===== config.mk =====
export PLATFORM = sky130hd
export DESIGN_NAME = monitor_event_scheduler
export DESIGN_NICKNAME = d
export VERILOG_FILES = /design/src/rtl/monitor_sched_pkg.sv /design/src/rtl/sched_fifo.sv /design/src/rtl/monitor_event_scheduler.sv
export SDC_FILE = /design/constraint.sdc
export NUM_CORES = 1
export LEC_CHECK = 0
export ABC_CLOCK_PERIOD_IN_PS = 10100
export CAP_MARGIN = 10
export CORE_AREA = 4 4 373 412
export CTS_CLUSTER_DIAMETER = 200
export CTS_CLUSTER_SIZE = 24
export DETAILED_ROUTE_END_ITERATION = 12
export DIE_AREA = 0 0 377 416
export GPL_TIMING_DRIVEN = 0
export SYNTH_ARGS = -nofsm -noshare
export SYNTH_HDL_FRONTEND = slang
export SYNTH_HIERARCHICAL = 1
export SYNTH_SLANG_ARGS = --single-unit

===== constraint.sdc =====
create_clock -name clk -period 10.1 [get_ports clk]
set_clock_uncertainty 0.15 [all_clocks]
set_input_delay 1.515 -clock clk [delete_from_list [all_inputs] [get_ports clk]]
set_output_delay 1.515 -clock clk [all_outputs]
set_load 0.05 [all_outputs]

===== src/rtl/monitor_sched_pkg.sv =====
// Shared types and default widths for the monitor event scheduler.
package monitor_sched_pkg;

  localparam int DEF_DATA_W  = 64;
  localparam int DEF_TS_W    = 32;
  localparam int DEF_DEPTH   = 8;
  localparam int DEF_MIN_GAP = 2;

  typedef enum logic [1:0] {
    IDLE,
    WAIT,
    FIRE,
    GAP
  } sched_state_e;

  // Event record at the default widths; the top re-declares the same
  // layout sized by its own parameters.
  typedef struct packed {
    logic [DEF_TS_W-1:0]          ts;
    logic signed [DEF_DATA_W-1:0] data;
  } sched_event_t;

endpackage


===== src/rtl/sched_fifo.sv =====
// Synchronous FIFO; the head entry is read straight out of the storage
// registers, so a pushed entry becomes visible one cycle later.
module sched_fifo
  import monitor_sched_pkg::*;
#(
  parameter int WIDTH = 96,
  parameter int DEPTH = DEF_DEPTH
) (
  input  logic                     clk,
  input  logic                     rst_n,
  input  logic                     push_i,
  input  logic [WIDTH-1:0]         wdata_i,
  input  logic                     pop_i,
  output logic [WIDTH-1:0]         head_o,
  output logic                     full_o,
  output logic                     empty_o,
  output logic [$clog2(DEPTH):0]   count_o
);

  localparam int AW = $clog2(DEPTH);

  logic [WIDTH-1:0] mem_q [DEPTH];
  logic [AW-1:0]    wr_ptr_q, wr_ptr_d;
  logic [AW-1:0]    rd_ptr_q, rd_ptr_d;
  logic [AW:0]      count_q, count_d;
  logic             do_push, do_pop;

  assign full_o  = (count_q == (AW+1)'(DEPTH));
  assign empty_o = (count_q == '0);
  assign do_push = push_i & ~full_o;
  assign do_pop  = pop_i & ~empty_o;
  assign head_o  = mem_q[rd_ptr_q];
  assign count_o = count_q;

  // Next pointers and occupancy; a simultaneous push and pop leaves count alone.
  always_comb begin
    wr_ptr_d = wr_ptr_q;
    rd_ptr_d = rd_ptr_q;
    count_d  = count_q;
    if (do_push) wr_ptr_d = wr_ptr_q + AW'(1);
    if (do_pop)  rd_ptr_d = rd_ptr_q + AW'(1);
    case ({do_push, do_pop})
      2'b10:   count_d = count_q + (AW+1)'(1);
      2'b01:   count_d = count_q - (AW+1)'(1);
      default: count_d = count_q;
    endcase
  end

  // Control registers; reset empties the FIFO by clearing pointers and count.
  always_ff @(posedge clk or negedge rst_n) begin
    if (!rst_n) begin
      wr_ptr_q <= '0;
      rd_ptr_q <= '0;
      count_q  <= '0;
    end else begin
      wr_ptr_q <= wr_ptr_d;
      rd_ptr_q <= rd_ptr_d;
      count_q  <= count_d;
    end
  end

  // Storage array, written on accepted pushes only.
  always_ff @(posedge clk) begin
    if (do_push) mem_q[wr_ptr_q] <= wdata_i;
  end

endmodule


===== src/rtl/monitor_event_scheduler.sv =====
// Buffers timestamped events and replays each one as a single-cycle
// input_0/new_input_0 strobe when the cycle-time counter reaches it,
// keeping at least MIN_GAP cycles between strobes.
module monitor_event_scheduler
  import monitor_sched_pkg::*;
#(
  parameter int DATA_W  = DEF_DATA_W,
  parameter int TS_W    = DEF_TS_W,
  parameter int DEPTH   = DEF_DEPTH,
  parameter int MIN_GAP = DEF_MIN_GAP
) (
  input  logic                     clk,
  input  logic                     rst,
  input  logic                     en,
  input  logic                     ev_valid,
  output logic                     ev_ready,
  input  logic [TS_W-1:0]          ev_ts,
  input  logic signed [DATA_W-1:0] ev_data,
  output logic signed [DATA_W-1:0] input_0,
  output logic                     new_input_0,
  output logic [TS_W-1:0]          time_now,
  output logic [$clog2(DEPTH):0]   fifo_count,
  output logic                     late_err,
  output logic                     order_err
);

  typedef struct packed {
    logic [TS_W-1:0]          ts;
    logic signed [DATA_W-1:0] data;
  } ev_t;

  localparam int EV_W = $bits(ev_t);
  localparam int GW   = $clog2(MIN_GAP) + 1;

  sched_state_e             state_q, state_d;
  logic [GW-1:0]            gap_q, gap_d;
  logic [TS_W-1:0]          time_q, time_d;
  logic [TS_W-1:0]          last_ts_q, last_ts_d;
  logic signed [DATA_W-1:0] data_q, data_d;
  logic                     new_q, new_d;
  logic                     late_q, late_d;
  logic                     order_q, order_d;

  ev_t                      push_ev, head_ev;
  logic [EV_W-1:0]          head_bits;
  logic                     push, pop, full, empty;

  assign push_ev = '{ts: ev_ts, data: ev_data};
  assign head_ev = ev_t'(head_bits);
  // Ready is held low while reset is asserted; a full FIFO never bypasses.
  assign ev_ready = rst & ~full;
  assign push     = ev_valid & ev_ready;

  sched_fifo #(
    .WIDTH (EV_W),
    .DEPTH (DEPTH)
  ) u_fifo (
    .clk     (clk),
    .rst_n   (rst),
    .push_i  (push),
    .wdata_i (push_ev),
    .pop_i   (pop),
    .head_o  (head_bits),
    .full_o  (full),
    .empty_o (empty),
    .count_o (fifo_count)
  );

  // Strobe is suppressed while disabled; the held FIRE state delivers it later.
  assign new_input_0 = new_q & en;
  assign input_0     = new_input_0 ? data_q : '0;
  assign time_now    = time_q;
  assign late_err    = late_q;
  assign order_err   = order_q;

  // Injection FSM: wait for head timestamp, fire one cycle, then enforce the gap.
  always_comb begin
    state_d = state_q;
    gap_d   = gap_q;
    data_d  = data_q;
    new_d   = new_q;
    late_d  = late_q;
    pop     = 1'b0;
    if (en) begin
      case (state_q)
        IDLE: begin
          if (!empty) state_d = WAIT;
        end
        WAIT: begin
          if (empty) begin
            state_d = IDLE;
          end else if (time_q >= head_ev.ts) begin
            pop     = 1'b1;
            data_d  = head_ev.data;
            new_d   = 1'b1;
            state_d = FIRE;
            if (time_q > head_ev.ts) late_d = 1'b1;
          end
        end
        FIRE: begin
          new_d  = 1'b0;
          data_d = '0;
          if (MIN_GAP > 2) begin
            gap_d   = GW'(MIN_GAP - 2);
            state_d = GAP;
          end else begin
            state_d = empty ? IDLE : WAIT;
          end
        end
        GAP: begin
          if (gap_q <= GW'(1)) state_d = empty ? IDLE : WAIT;
          else                 gap_d   = gap_q - GW'(1);
        end
        default: state_d = IDLE;
      endcase
    end
  end

  // Free-running cycle time and the out-of-order timestamp check on push.
  always_comb begin
    time_d    = en ? time_q + TS_W'(1) : time_q;
    order_d   = order_q;
    last_ts_d = last_ts_q;
    if (push) begin
      if (ev_ts < last_ts_q) order_d = 1'b1;
      last_ts_d = ev_ts;
    end
  end

  // State registers; reset drops queued events and any strobe in flight.
  always_ff @(posedge clk or negedge rst) begin
    if (!rst) begin
      state_q   <= IDLE;
      gap_q     <= '0;
      time_q    <= '0;
      last_ts_q <= '0;
      data_q    <= '0;
      new_q     <= 1'b0;
      late_q    <= 1'b0;
      order_q   <= 1'b0;
    end else begin
      state_q   <= state_d;
      gap_q     <= gap_d;
      time_q    <= time_d;
      last_ts_q <= last_ts_d;
      data_q    <= data_d;
      new_q     <= new_d;
      late_q    <= late_d;
      order_q   <= order_d;
    end
  end

endmodule

Word-level counts from Yosys, hierarchy flattened
Memory sizes are Yosys's and may differ from the RTL's.
Index checks and enable logic that the tools add are counted.

cells by class
  $lt $le $gt $ge = 4
  shift-type cells = 0
  multiply operators = 0
  add/subtract/negate cells = 6
  equality and inequality tests = 11
  divide/modulo/power cells = 0
  bitwise operators = 8
  multiplexer cells = 20
  reductions and logical operators = 9

operators by type and width
  cell                   count
  $mux 64                3
  $pmux 64 s2            1
  $add 32x1->32 const B  1
  $ge 32x32->1           1
  $gt 32x32->1           1
  $lt 32x32->1           1
  $mux 1                 9
  $mux 2                 4
  $ne 2x2->1 const B     4
  $pmux 2 s4             1
  $pmux 4 s2             1
  $reduce_and 4->1       2
  $add 3x1->3 const B    2
  $eq 2x2->1 const B     3
  $and 1x1->1            5
  $reduce_and 5->1       1
  $add 4x1->4 const B    1
  $eq 2x1->1 const B     2
  $eq 4x4->1 const B     1
  $logic_not 4->1        1
  $reduce_bool 2->1      2
  $sub 4x1->4 const B    1
  $ne 3x3->1 const B     1
  $not 1->1              3
  6 further kinds        6

word-level totals
  bits in writable memories = 768
  output and inout bits = 104
  word-level logic and storage cells = 70
  register bits = 145
  memories = 1
  input bits = 100
  ROM bits = 0
  latch bits = 0

memory list
  memory        depth  bits a word  rd ports  clocked after memory_dff  wr ports  line              RTL
  u_fifo.mem_q  8      96           1         0                         1         sched_fifo.sv:22  logic [WIDTH-1:0] mem_q [DEPTH];

Longest topological paths before layout
An unclocked memory read counts as a cell.

  depth after elaboration = 9
  gate-level depth with buffers = 23
  depth with buffers taken out = 18

Hierarchy
Netlist, hierarchy kept.

modules (own cells, without submodules)
  module                   instances  area each (sq um)  seq. area each (sq um)  cells each
  sched_fifo               1          29463.3            23312.4                 1177
  monitor_event_scheduler  1          7666.1             3378.2                  824

Worst setup path after synthesis
OpenSTA, ideal clock, no wires.

  path type = input to register
  from = input rst
  to = memory u_fifo.mem_q[1][0], enable pin
  path slack = -0.497 ns
  required time = 9.282 ns
  library setup time = 0.668 ns
  data arrival time = 9.779 ns
  stages on the path = 7
  path buffers = 2
  cell sequence = nor2b_1 nand2_1 inv_1 clkbuf_1 clkbuf_1 nand3_1 nor3_1

between the ends
  longest elaborated chain between the ends = 5

ends and longest elaborated chain
  item                          line                           RTL
  from (decl)                   monitor_event_scheduler.sv:13  input logic rst,
  $and 1x1->1                   monitor_event_scheduler.sv:51  assign ev_ready = rst & ~full;
  $and 1x1->1                   monitor_event_scheduler.sv:52  assign push = ev_valid & ev_ready;
  net push                      monitor_event_scheduler.sv:46  logic push, pop, full, empty;
  $and 1x1->1                   sched_fifo.sv:30               assign do_push = push_i & ~full_o;
  $mux 1                        sched_fifo.sv:64               if (do_push) mem_q[wr_ptr_q] <= wdata_i;
  $mux 1 (not written as such)  sched_fifo.sv:64
  to (decl)                     sched_fifo.sv:22

The timed path passes the listed nets, and every way through them passes these cells.

Worst setup path in the final report
  from = register u_fifo.rd_ptr_q[1]
  to = register u_fifo.count_q[3], in the netlist u_fifo/count_o[3]

between the ends
  longest elaborated chain between the ends = 9
  elaborated cells on any way between the ends = 11
  those cells by class = order compare (1); eq/ne (2); mux (5); bitwise (1); reduce/logical (1); memory (1)

ends and longest elaborated chain
  item                                             line                           RTL
  from (decl)                                      sched_fifo.sv:24               logic [AW-1:0] rd_ptr_q, rd_ptr_d;
  from (signal assigned)                           sched_fifo.sv:57               rd_ptr_q <= rd_ptr_d;
  $mem_v2 8x96 (*)                                 --
  net head_bits[82]                                monitor_event_scheduler.sv:45  logic [EV_W-1:0] head_bits;
  $ge 32x32->1 (*)                                 monitor_event_scheduler.sv:92  end else if (time_q >= head_ev.ts) begin
  $mux 1 (*)                                       monitor_event_scheduler.sv:92
  $mux 1 (*)                                       monitor_event_scheduler.sv:90  if (empty) begin
  $mux 1 (*)                                       monitor_event_scheduler.sv:85  case (state_q)
  $mux 1 (*)                                       monitor_event_scheduler.sv:84  if (en) begin
  net pop                                          monitor_event_scheduler.sv:46
  $and 1x1->1 (*)                                  sched_fifo.sv:31               assign do_pop = pop_i & ~empty_o;
  net u_fifo.do_pop                                sched_fifo.sv:26               logic do_push, do_pop;
  $eq 2x1->1 or $eq 2x2->1 (tied branches)         sched_fifo.sv:42               case ({do_push, do_pop})
  $pmux 4 s2 or $reduce_bool 2->1 (tied branches)  --
  to (signal assigned)                             sched_fifo.sv:58               count_q <= count_d;
  to (decl)                                        sched_fifo.sv:25               logic [AW:0] count_q, count_d;

Mark *: on every way through the listed nets, which the timed path passes. The rest lies on a longest branch.
A chain may end at the register's enable or synchronous reset.

==> metrics.txt <==
nets@finish 2466; postcts setup bufs 0; first-pass GRT wire length 140000 µm; GRT Total Usage 12.1%; simple-gate share of the synthesized area 3.90%; DIE HEIGHT 416 µm; initial antenna violation count 21; Pre-Repair DR Iteration Count 5; Final Hold Vio Count 0; VDD IR max 0.000112 V; f_max 143 MHz; yosys warns 6; pin count of the biggest net entering global routing 82; Ports 204; reg2reg setup slack 3.12 ns; DP Area 42600 µm²; Synth area leaders edfxtp_1, mux4_2, dfrtp_1, mux2_2, ha_1; worst-path cell chain buf_2 -> buf_1 -> mux4_2 -> mux2_2 -> inv_1 -> ha_1 -> a41oi_1 -> o21ai_1 -> a221o_1 -> a31oi_1 -> and3_4 -> a21bo_1 -> buf_6 -> buf_4 -> inv_1 -> o41ai_1 -> inv_1 -> ha_1 -> ha_1 -> or4b_2 -> o311ai_0 -> o211ai_1; period utilisation layout 69.1%; Yosys top cell by area edfxtp_1; Crit path required time 10.45 ns; antenna-violating nets left 0; CTS max path bufs 3; post-cts resize count 0; Crit path arrival time 7.33 ns; final WL 96300 µm; DRC 0; H-tree depth 2; maxcap violations 0; Synth Area in Compound Gates 1.59%; sink of the worst hold path gap_q[0]; largest family of logic cells by synthesized area multiplexers; Detailed Place HPWL 66500 µm; grt ovf 0; Die Wd 377 µm; Min Clock Period, post-route 6.98 ns; CTS clk-pin slew, worst paths 0.10 ns; Hold Buf Count CTS 0; Syn Area/Cell 18.6 µm²; CTS tree built; Max Slew Vio Count 0; Setup CP Type reg2reg; sequential share of the synthesized area 71.9%; mux share of post-synthesis cell area 16.4%; CP max stage cell buf_1; Setup violations, final 0; status completed; Max-slew headroom 16.3%; slew at the pin closest to its max-slew limit 1.24 ns; Hold Crit Class reg2reg; synthesized flop and latch total 913; Initial Util 24.9%; Post-synth ARST share 15.9%; dominant synthesized flop cell edfxtp_1; unrepaired setup endpoints after global routing no; mapped cell area 37100 µm²; Pwr Density 168 nW/µm²; Yosys top cell area share 62.1%; die area 157000 µm²; Crit path largest cell delay 0.73 ns; # fillers 14600; Final GP Congestion 0.734; Core ar. 149000 µm²; row count 149; Lkg Pwr 0.0152 µW; Clk Latency, worst-skew pair 0.63 ns; CTS Root Cell clkbuf_16; TNS Setup 0 ns; synthesized instance count 2001; Vias 18700; worst hold margin 0.340 ns; Worst R2R End u_fifo/count_o[3]; Sink Count 913; Port Buffer Count 203; CTS buffer count 44; Hold Path Stages 1; CP endpoint kind flop; CP Max Fanout 10; Layout area overhead 18.5%; number of DRC markers in iteration 0 1431; Synth Area in XOR/XNOR 0.896%; startpoint types flop; Reg-to-Reg Start u_fifo/rd_ptr_q[1]; routed vias/inst 4.36; wire per inst 22.4 µm; Post-Synth Adder-Cell Area 2.41%; Post-Syn Nets 2172; number of synthesized flops with an enable pin 768; post-synthesis cell type count 54; worst hold start gap_q[0]; layout cells sized above 1 18.5%; vias in the first global route 19500; final instance area 44000 µm²; FF-to-FF path depth 22
stage by stage:
step / cells / setup slack [ns] / power [µW] / utilization, %
after floorplan: 2001 / 2.08 / 5020 / -
after global placement: 4167 / -10.80 / 5430 / 27.9
after detailed placement: 4212 / 2.92 / 5470 / 28.6
after CTS: 4293 / 2.90 / 7510 / 29.4
after global routing: 4293 / 2.72 / 7730 / 29.4
final: 4303 / 3.12 / 7400 / 29.5
logic make-up after synthesis:
family | after synthesis
AOI/OAI and AO/OA | 97
xor gates and xnor gates | 38
adders and majority gates | 71
buffers and inverters | 231
DFF | 913
muxes | 356
and+or+nand+nor | 295
placed cells by master, fill, tap and decap left out, drive strengths merged, types with 6 or more instances in the layout:
cell type | netlist | layout
a21o | 8 | 8
nor2 | 19 | 19
mux2i | 65 | 65
mux2 | 99 | 99
clkdlybuf4s50 | 0 | 202
edfxtp | 768 | 768
ha | 70 | 70
buf | 50 | 96
and3 | 71 | 71
nand4 | 18 | 18
clkbuf | 42 | 121
xor2 | 11 | 11
nand2 | 137 | 137
nor3 | 6 | 6
mux4 | 192 | 192
o21ai | 43 | 43
nand3 | 22 | 22
xnor2 | 27 | 27
diode | 0 | 10
inv | 139 | 139
a21oi | 20 | 20
dfrtp | 145 | 145
Yosys cell counts, drive strengths merged, types with 2 or more instances:
cell    instances
inv           139
a41oi           2
nand3          22
nor3b           4
mux4          192
xor2           11
nor3            6
and3           71
nor2           19
nor4            3
a211oi          5
nand2         137
a221o           2
nor2b           2
mux2i          65
a31oi           2
o21bai          2
ha             70
and2            2
o21ai          43
or4b            2
dfrtp         145
mux2           99
a21oi          20
xnor2          27
a21o            8
buf            50
nand4          18
nand2b          5
o211ai          3
clkbuf         42
edfxtp        768
report_power, final:
part           internal [µW]  leakage (µW)  switching (µW)
Sequential              4390       0.00887             107
Clock                    874      0.000624            1170
Combinational            325       0.00571             538
Total                   5590        0.0152            1820
how the worst max path moves through the flow:
stage	start	endpoint	slack [ns]
finish	u_fifo/rd_ptr_q[1]	u_fifo/count_o[3]	3.12
detailed placement	u_fifo/rd_ptr_q[1]	u_fifo/count_o[3]	2.92
floorplan	rst	u_fifo/mem_q[7][0]	2.08
CTS	u_fifo/rd_ptr_q[1]	u_fifo/count_o[3]	2.90
global placement	rst	u_fifo/mem_q[5][52]	-10.80
global route	u_fifo/rd_ptr_q[1]	u_fifo/count_o[3]	2.72
registers in the layout, summed over array words and instances, names as in the netlist:
name / count
data_q: 64
order_err: 1
gap_q: 2
last_ts_q: 32
new_q: 1
state_q: 2
time_now: 32
u_fifo/rd_ptr_q: 3
late_err: 1
u_fifo/wr_ptr_q: 3
u_fifo/count_o: 4
u_fifo/mem_q: 768
worst max-delay path, delay by kind of cell (launching register included):
family	cells	cell delay [ns]
compound gates	8	1.57
fa+ha+maj	3	1.00
buf+inv	7	2.07
flops	1	0.47
mux	2	0.67
simple gates	2	0.89
cell type report:
class                   instances  area [µm²]  area share (%)
inverters                     139         522            1.19
flip-flops and latches        913       26700            60.7
diodes                         10        25.0          0.0569
multi-input cells             857        9430            21.4
well taps                    1963        2460            5.58
clock buffers                  79        1270            2.90
clock inverters                 2        46.3           0.105
plain buffers                  92         559            1.27
repair buffers                248        2990            6.80
per-layer routing:
metal	global-route usage [%]	vias to the layer above	routed length [µm]
li1	-	8342	-
met1	16.2	9920	41900
met2	20.2	395	46700
met3	2.98	74	6440
met4	2.03	10	1220
met5	0	-	60
Power figures use the tool's default switching activity.
